### config.mk
export PLATFORM = sky130hd
export DESIGN_NAME = scaler_h_mch
export DESIGN_NICKNAME = d
export VERILOG_FILES = /design/src/rtl/scaler_h_mch.sv
export SDC_FILE = /design/constraint.sdc
export NUM_CORES = 2
export LEC_CHECK = 0
export BUFFER_PORTS_ARGS = -buffer_cell sky130_fd_sc_hd__buf_4
export CAP_MARGIN = 10
export CORE_MARGIN = 5
export CORE_UTILIZATION = 50
export CTS_CLUSTER_DIAMETER = 200
export CTS_CLUSTER_SIZE = 30
export DETAILED_ROUTE_END_ITERATION = 10
export HOLD_SLACK_MARGIN = 0.02
export PLACE_DENSITY = 0.66
export SLEW_MARGIN = 20
export SYNTH_ARGS = -nofsm -noshare
export SYNTH_HDL_FRONTEND = slang
export SYNTH_SLANG_ARGS = --single-unit
### constraint.sdc
create_clock -name clk -period 7.4 [get_ports clk]
set_clock_uncertainty 0.2 [all_clocks]
set_input_delay 0.74 -clock clk [delete_from_list [all_inputs] [get_ports clk]]
set_output_delay 0.74 -clock clk [all_outputs]
set_load 0.005 [all_outputs]
### src/rtl/scaler_h_mch.sv
// rtl/scaler_h_mch.sv - multi-channel horizontal polyphase scaler with shared phase accumulator
module scaler_h_mch #(
    parameter int SCALE_STEP  = 4096,
    parameter int CH_COUNT    = 3,
    parameter int PIXEL_WIDTH = 8,
    parameter int COE_WIDTH   = 10,
    parameter int TAP_COUNT   = 4,
    parameter int COE_PHASES  = 1024,
    parameter int EDGE_MODE   = 1
) (
    input  logic                                clk,
    input  logic                                rst_n,
    input  logic [15:0]                         scale_step_i,
    output logic                                coe_adr_en,
    output logic [$clog2(COE_PHASES)-1:0]       coe_adr,
    input  logic [TAP_COUNT*COE_WIDTH-1:0]      coe_i,
    input  logic [CH_COUNT*PIXEL_WIDTH-1:0]     di_i,
    input  logic                                de_i,
    input  logic                                hs_i,
    input  logic                                vs_i,
    output logic [CH_COUNT*PIXEL_WIDTH-1:0]     do_o,
    output logic                                de_o,
    output logic                                hs_o,
    output logic                                vs_o,
    output logic                                err_overrun
);

    localparam int ACC_W   = 24;
    localparam int ADR_W   = $clog2(COE_PHASES);
    localparam int FRAC_SH = $clog2(SCALE_STEP / COE_PHASES);
    localparam int DW      = CH_COUNT * PIXEL_WIDTH;
    localparam int PROD_W  = COE_WIDTH + PIXEL_WIDTH + 1;
    localparam int SUM_W   = PROD_W + $clog2(TAP_COUNT);
    localparam int RND_W   = SUM_W + 1;
    localparam int FILL_W  = $clog2(TAP_COUNT + 1);
    localparam int SH      = COE_WIDTH - 2;

    localparam logic        [ACC_W-1:0]  STEP_U   = ACC_W'(SCALE_STEP);
    localparam logic signed [ACC_W-1:0]  STEP_S   = ACC_W'(SCALE_STEP);
    localparam logic signed [RND_W-1:0]  RND_C    = RND_W'(1 << (COE_WIDTH - 3));
    localparam logic signed [RND_W-1:0]  PIX_MAX  = RND_W'((1 << PIXEL_WIDTH) - 1);
    localparam logic        [FILL_W-1:0] FILL_MAX = FILL_W'(TAP_COUNT);

    // control state
    logic                hs_q;
    logic                line_act_q, line_act_d;
    logic [ACC_W-1:0]    acc_i_q, acc_i_d;
    logic [ACC_W-1:0]    acc_o_q, acc_o_d;
    logic [FILL_W-1:0]   fill_q, fill_d;
    logic                err_q, err_d;
    logic                line_start, emit, accept;
    logic signed [ACC_W-1:0] lead;

    // window and capture
    logic [DW-1:0]       win_q   [TAP_COUNT];
    logic [DW-1:0]       first_q;
    logic [DW-1:0]       eff     [TAP_COUNT];
    logic [DW-1:0]       cap_q   [TAP_COUNT];
    logic [ADR_W-1:0]    coe_adr_q;
    logic                coe_en_q;

    // arithmetic pipeline
    logic signed [PROD_W-1:0] prod_d [CH_COUNT][TAP_COUNT];
    logic signed [PROD_W-1:0] prod_q [CH_COUNT][TAP_COUNT];
    logic                     v2_q;
    logic signed [SUM_W-1:0]  sum_d  [CH_COUNT];
    logic signed [SUM_W-1:0]  sum_q  [CH_COUNT];
    logic                     v3_q;
    logic signed [RND_W-1:0]  rnd    [CH_COUNT];
    logic signed [RND_W-1:0]  rsh    [CH_COUNT];
    logic [DW-1:0]            do_d;
    logic [DW-1:0]            do_q;
    logic                     de_q;
    logic [3:0]               hs_dly_q;
    logic [3:0]               vs_dly_q;

    // Line start, accept and emission decisions plus accumulator next state;
    // a line start overrides the counters after any emission it coincides with.
    always_comb begin
        line_start = hs_i & ~hs_q;
        emit       = line_act_q & (acc_i_q > acc_o_q);
        accept     = de_i & line_act_q & ~line_start;
        acc_i_d    = acc_i_q;
        acc_o_d    = acc_o_q;
        fill_d     = fill_q;
        line_act_d = line_act_q;
        err_d      = err_q;
        lead       = '0;
        if (emit) begin
            acc_o_d = acc_o_q + ACC_W'(scale_step_i);
        end
        if (accept) begin
            acc_i_d = acc_i_q + STEP_U;
            if (fill_q < FILL_MAX) begin
                fill_d = fill_q + 1'b1;
            end
            lead = $signed(acc_i_d - acc_o_d);
            if (lead > STEP_S) begin
                err_d = 1'b1;
            end
        end
        if (line_start) begin
            acc_i_d    = '0;
            acc_o_d    = STEP_U;
            fill_d     = '0;
            line_act_d = 1'b1;
        end
    end

    // Control registers
    always_ff @(posedge clk) begin
        if (!rst_n) begin
            hs_q       <= 1'b0;
            line_act_q <= 1'b0;
            acc_i_q    <= '0;
            acc_o_q    <= '0;
            fill_q     <= '0;
            err_q      <= 1'b0;
        end else begin
            hs_q       <= hs_i;
            line_act_q <= line_act_d;
            acc_i_q    <= acc_i_d;
            acc_o_q    <= acc_o_d;
            fill_q     <= fill_d;
            err_q      <= err_d;
        end
    end

    // Taps not yet filled on this line read zero or the line's first pixel
    always_comb begin
        for (int k = 0; k < TAP_COUNT; k++) begin
            if (FILL_W'(k) < fill_q) begin
                eff[k] = win_q[k];
            end else if (EDGE_MODE != 0) begin
                eff[k] = first_q;
            end else begin
                eff[k] = '0;
            end
        end
    end

    // Pixel window shift, first-pixel latch, and capture with phase fetch on emission
    always_ff @(posedge clk) begin
        if (!rst_n) begin
            for (int k = 0; k < TAP_COUNT; k++) begin
                win_q[k] <= '0;
                cap_q[k] <= '0;
            end
            first_q   <= '0;
            coe_adr_q <= '0;
            coe_en_q  <= 1'b0;
        end else begin
            if (accept) begin
                win_q[0] <= di_i;
                for (int k = 1; k < TAP_COUNT; k++) begin
                    win_q[k] <= win_q[k-1];
                end
                if (fill_q == '0) begin
                    first_q <= di_i;
                end
            end
            if (emit) begin
                for (int k = 0; k < TAP_COUNT; k++) begin
                    cap_q[k] <= eff[k];
                end
                coe_adr_q <= acc_o_q[FRAC_SH +: ADR_W];
            end
            coe_en_q <= emit;
        end
    end

    // Signed products of shared coefficients with each channel's captured taps
    always_comb begin
        for (int c = 0; c < CH_COUNT; c++) begin
            for (int t = 0; t < TAP_COUNT; t++) begin
                prod_d[c][t] = PROD_W'($signed(coe_i[t*COE_WIDTH +: COE_WIDTH]))
                             * PROD_W'($signed({1'b0, cap_q[t][c*PIXEL_WIDTH +: PIXEL_WIDTH]}));
            end
        end
    end

    // Per-channel tap sum
    always_comb begin
        for (int c = 0; c < CH_COUNT; c++) begin
            sum_d[c] = '0;
            for (int t = 0; t < TAP_COUNT; t++) begin
                sum_d[c] = sum_d[c] + SUM_W'(prod_q[c][t]);
            end
        end
    end

    // Round to nearest and clamp into the unsigned pixel range
    always_comb begin
        do_d = '0;
        for (int c = 0; c < CH_COUNT; c++) begin
            rnd[c] = RND_W'(sum_q[c]) + RND_C;
            rsh[c] = rnd[c] >>> SH;
            if (rsh[c][RND_W-1]) begin
                do_d[c*PIXEL_WIDTH +: PIXEL_WIDTH] = '0;
            end else if (rsh[c] > PIX_MAX) begin
                do_d[c*PIXEL_WIDTH +: PIXEL_WIDTH] = '1;
            end else begin
                do_d[c*PIXEL_WIDTH +: PIXEL_WIDTH] = rsh[c][PIXEL_WIDTH-1:0];
            end
        end
    end

    // Three-stage arithmetic pipeline and sync delay line
    always_ff @(posedge clk) begin
        if (!rst_n) begin
            for (int c = 0; c < CH_COUNT; c++) begin
                for (int t = 0; t < TAP_COUNT; t++) begin
                    prod_q[c][t] <= '0;
                end
                sum_q[c] <= '0;
            end
            v2_q     <= 1'b0;
            v3_q     <= 1'b0;
            do_q     <= '0;
            de_q     <= 1'b0;
            hs_dly_q <= '0;
            vs_dly_q <= '0;
        end else begin
            for (int c = 0; c < CH_COUNT; c++) begin
                for (int t = 0; t < TAP_COUNT; t++) begin
                    prod_q[c][t] <= prod_d[c][t];
                end
                sum_q[c] <= sum_d[c];
            end
            v2_q <= coe_en_q;
            v3_q <= v2_q;
            de_q <= v3_q;
            if (v3_q) begin
                do_q <= do_d;
            end
            hs_dly_q <= {hs_dly_q[2:0], hs_i};
            vs_dly_q <= {vs_dly_q[2:0], vs_i};
        end
    end

    assign coe_adr_en  = coe_en_q;
    assign coe_adr     = coe_adr_q;
    assign do_o        = do_q;
    assign de_o        = de_q;
    assign hs_o        = hs_dly_q[3];
    assign vs_o        = vs_dly_q[3];
    assign err_overrun = err_q;

endmodule

# Word-level counts from Yosys, hierarchy flattened
# Memory sizes are Yosys's and may differ from the RTL's.
# Cells that the tools add are included.
word_totals:
  regBits: 124
  ram_bits: 483
  input_bits: 85
  wordCells: 136
  mem_count: 4
memory_table:
  columns: ["memory", "words", "word_bits", "read_ports", "rd_clocked_by_memory_dff", "wr", "line", "rtl"]
  rows:
  - ["prod_q", 3, 76, 3, 0, 3, "64", "logic signed [PROD_W-1:0] prod_q [CH_COUNT][TAP_COUNT];"]
  - ["cap_q", 4, 24, 4, 0, 4, "58", "logic [DW-1:0] cap_q [TAP_COUNT];"]
  - ["win_q", 4, 24, 4, 0, 4, "55", "logic [DW-1:0] win_q [TAP_COUNT];"]
  - ["sum_q", 3, 21, 3, 0, 3, "67", "logic signed [SUM_W-1:0] sum_q [CH_COUNT];"]
classes:
  n_addsub: 16
  multipliers: 12
  n_lt_le_gt_ge: 10
  muxes: 43
  bitwise: 30
  reduce_logical: 5
ops:
  columns: ["op", "n"]
  rows:
  - ["$mux 24", 13]
  - ["$mul 10x9->19", 12]
  - ["$mux 19", 12]
  - ["$add 21x9->22 const B", 3]
  - ["$add 20x19->21", 3]
  - ["$add 21x19->21", 3]
  - ["$mux 21", 3]
  - ["$add 19x19->20", 3]
  - ["$mux 8", 6]
  - ["$gt 14x9->1 const B", 3]
  - ["$add 24x13->24 const B", 1]
  - ["$add 24x16->24", 1]
  - ["$gt 24x14->1 const B", 1]
  - ["$gt 24x24->1", 1]
  - ["$sub 24x24->24", 1]
  - ["$or 1x1->1", 23]
  - ["$mux 13", 1]
  - ["$mux 1", 8]
  - ["$lt 1x3->1 const A", 2]
  - ["$lt 2x3->1 const A", 2]
  - ["$reduce_and 2->1", 3]
  - ["$and 1x1->1", 4]
  - ["$add 3x1->3 const B", 1]
  - ["$logic_not 3->1", 1]
  - ["3 further kinds", 5]

# Logic depth before layout (Yosys ltp)
depth:
  ltp_word: 8
  depth_mapped: 25
  mapped_depth_nobuf: 24

# Least setup slack after synthesis
# OpenSTA, ideal clock, no wires.
synth_timing:
  path_type: "input-to-reg"
  from: "input coe_i[34]"
  to: "memory prod_q[0][94] in the netlist's numbering"
  setup_time_ns: 0.071
  t_arrival_ns: 5.356
  required_ns: 7.129
  setup_slack_ns: 1.773
  stages: 23
  cell_sequence: "clkbuf_1 -> nand2_1 -> fa_1 -> inv_1 -> fa_1 -> ha_1 -> inv_1 -> fa_1 -> inv_1 -> ha_1 -> nor2b_1 -> o21ai_0 -> a21boi_0 -> o21ai_0 -> a21boi_0 -> o21ai_0 -> a21boi_0 -> o21ai_0 -> a21oi_1 -> o21ai_0 -> a21oi_1 -> or3_1 -> a21oi_1"
synth_lines:
  columns: ["item", "line", "rtl"]
  rows:
  - ["start: declaration", "16", "input logic [TAP_COUNT*COE_WIDTH-1:0] coe_i,"]
  - ["end: declaration", "64", null]

==> results.cfg <==
[status]
status = complete, no violations

[worst_setup_path]
end_kind = flop
crit_required_ns = 7.67
crit_path_top_delay_cell = edfxtp_1
path_buf_inv = 4
critPathTopFamily = adder cells
start_kind = flop
crit_chain = and2_1 > fa_1 > inv_1 > fa_1 > inv_1 > ha_1 > inv_1 > fa_1 > inv_1 > ha_1 > a21o_1 > a21oi_1 > o21ai_0 > a21oi_1 > o21ai_0 > a21oi_1 > o21ai_0 > a21oi_1 > o21ai_0 > a21oi_1 > o21ai_0 > xnor2_1 > nor2_1
critPathMaxStageDelay_ns = 0.65
cp_data_arrival_time_ns = 6.12
crit_type = reg -> reg
crit_fanout = 10

[sta]
drv_slew = 0
setup_viol = 0
worst_pin_slew_ns = 1.03
hold_viol_final = 0
worst_slack_ns = 1.55
min_period_ns = 5.85
timing.final.crit_share_pct = 79.0
relSlewSlack_pct = 31.3
max_freq_mhz = 171
grt_setup_unrepaired = false
setup_tns_ns = 0

[cts]
post-cts-setup-buffers = 0
cts.path.max_buffers = 3
htree_levels = 1
clock-root-buffer = clkbuf_16
postCtsResizedCells = 0
insertion_delay_ns = 0.63
holdBufCountCts = 0
cts_buffers = 23
cts_tree = yes
clock_sinks = 573
clk_pin_slew_ns = 0.12

[yosys]
synth_top_area_share_pct = 29.9
syn-cell-area_mm2 = 0.0607
ys_ff_latch = 573
async_flop_share_pct = 0
ys.flop_type = dfxtp_1
yosysUniqueCellTypes = 73
synth_area_leaders = fa_1, dfxtp_1, ha_1, edfxtp_1, and2_1
ys.warnings.count = 0
synthCells = 6490
ys_seq_area_share_pct = 22.0
yosysTopAreaCell = fa_1
synth-edff-count = 192
synth_fp_nets = 8030
avgSynthCellArea_um2 = 9.36

[die]
start_util_pct = 50.5
fp.dieH_um = 359
dieArea_mm2 = 0.129
core_mm2 = 0.120
ioPinCount = 124
placementRows = 127
die_w_um = 359

[pwr]
peakVddDrop_mv = 0.213
clockPowerShare_pct = 10.8
seq_power_share_pct = 29.2
p_per_area_mw_per_mm2 = 242
power_uw = 15400
p_leak_uw = 0.0305
comb_power_share_pct = 60.0
p_int_uw = 8550
switching_power_uw = 6870
p_sw_share_pct = 44.5

[placed_design]
hpwl_um = 120000
io_buffer_count = 123
placed_area_mm2 = 0.0631
place_ws_ns = 1.22
globalplace.congestion = 0.893

[final_layout]
syn_to_final_growth_pct = 4.95
fin_util_pct = 53.0
design_area_mm2 = 0.0638
drive_gt1_share_pct = 3.18
finalNetCount = 7982

[global_routing]
grt_max_degree = 113
grt_pass1_wl_um = 240000
grt_usage_pct = 23.7
grt_overflow = 0
antenna_found_initial = 7
grt_pass1_vias = 43366

[detailed_routing]
vias = 41851
firstDrtPassIters = 5
vias_per_cell = 5.19
antenna_left = 0
post_drt_wl_per_cell_um = 18.5
drt_wl_total_um = 149000
drc = 0
drt_iter0_markers = 2657

[run]
max_cap_viol_count = 0

[hold_path]
worstHoldPathType = in -> reg
[cell usage after synthesis (all sizes together) (5+ instances only)]
library cell / instances
inv: 1279
fa: 907
and2: 770
nand2: 693
ha: 548
dfxtp: 381
a21oi: 310
nor2: 243
clkbuf: 204
edfxtp: 192
xnor2: 177
o21ai: 163
nor3: 84
xor2: 67
a21boi: 42
and3: 41
o211ai: 37
a21o: 36
nand2b: 35
nor2b: 34
nand3: 33
mux2i: 28
nor3b: 26
a211oi: 16
o21a: 16
nand4: 15
or3: 14
nor4: 12
a31oi: 11
buf: 8
o31a: 6
a311oi: 5
[logic make-up (layout without fill, tap and decap cells)]
logic type,count (synthesis),after routing,synth area share [%]
AOI/OAI and AO/OA,676,676,6.68
xor gates and xnor gates,244,244,3.52
adders and majority gates,1458,1458,41.2
buffers and inverters,1491,1457,9.21
DFF,573,573,22.0
muxes,30,30,0.498
other,0,1,0
and+or+nand+nor,2018,2018,16.8
[layout make-up]
cell class                      count  area [um2]
Antenna cell                        1        2.50
Clock buffer                       36         624
Clock inverter                      3        52.6
Fill cell                       10990       56500
Inverter                         1279        4810
Multi-Input combinational cell   4426       41800
Sequential cell                   573       13400
Tap cell                         1612        2020
Timing Repair Buffer              139        1060
[registers in the layout (all words and copies together), names as in the netlist]
register     cells
prod_q         228
win_q           96
v2_q             1
acc_o_q         24
err_overrun      1
line_act_q       1
v3_q             1
acc_i_q         12
coe_adr         10
fill_q           3
sum_q           42
coe_adr_en       1
first_q         24
do_o            24
vs_dly_q         4
de_o             1
hs_dly_q         4
cap_q           96
[path summary, 6_finish.rpt]
path	start	end	slack, ns	cells past startpoint
min	hs_i	hs_dly_q[0]$_SDFF_PN0_	0.14	2
max reg2reg	cap_q[3][0]$_SDFFCE_PN0P_	prod_q[0][17]$_SDFF_PN0_	1.55	23
max	cap_q[3][0]$_SDFFCE_PN0P_	prod_q[0][17]$_SDFF_PN0_	1.55	23
min reg2reg	hs_dly_q[2]$_SDFF_PN0_	hs_dly_q[3]$_SDFF_PN0_	0.25	1
[layer usage]
metal / GRT usage (%) / part of all wire [%] / wire length [um]
met1: 33.3 / 45 / 66900
met2: 38.9 / 46 / 68600
met3: 2.83 / 5.6 / 8330
met4: 7.17 / 3.5 / 5290
met5: 0 / 0.027 / 40
[through the flow]
step	cells	hold WS (ns)
3_3_place_gp	8029	0.218
4_1_cts	8068	0.107
6_report	8069	0.138
3_5_place_dp	8029	0.221
2_1_floorplan	6490	0.212
5_1_grt	8068	0.118
[layout by cell type, fill, tap and decap left out, drive strengths merged, types with 5 or more instances in the layout]
cell type	n
a311oi	5
a211oi	16
and3	41
ha	548
and2	770
nand2	693
nand2b	35
nor3b	26
dfxtp	381
o21a	16
nor2	243
nor2b	34
o21ai	163
nor3	84
nor4	12
nand4	15
mux2i	28
nand3	33
clkbuf	36
a21boi	42
inv	1281
fa	907
or3	14
xor2	67
edfxtp	192
a31oi	11
xnor2	177
a21o	36
a21oi	310
o211ai	37
o31a	6
buf	139
[worst register-to-register path, delay by kind of cell, from the launching register on]
| family | cells | cell delay, ns |
|---|---|---|
| AOI/OAI and AO/OA | 11 | 1.93 |
| xor gates and xnor gates | 1 | 0.31 |
| adders and majority gates | 5 | 2.07 |
| buffers and inverters | 4 | 0.19 |
| DFF | 1 | 0.65 |
| and+or+nand+nor | 2 | 0.38 |
[power groups by stage]
stage | sequential [uW] | clock [uW] | combinational [uW]
detailed placement | 4570 | 0 | 9240
global route | 4550 | 1810 | 10700
finish | 4500 | 1660 | 9260
CTS | 4500 | 1700 | 9330
global placement | 4570 | 0 | 9050
floorplan | 4180 | 0 | 7140
Power figures use the tool's default switching activity.
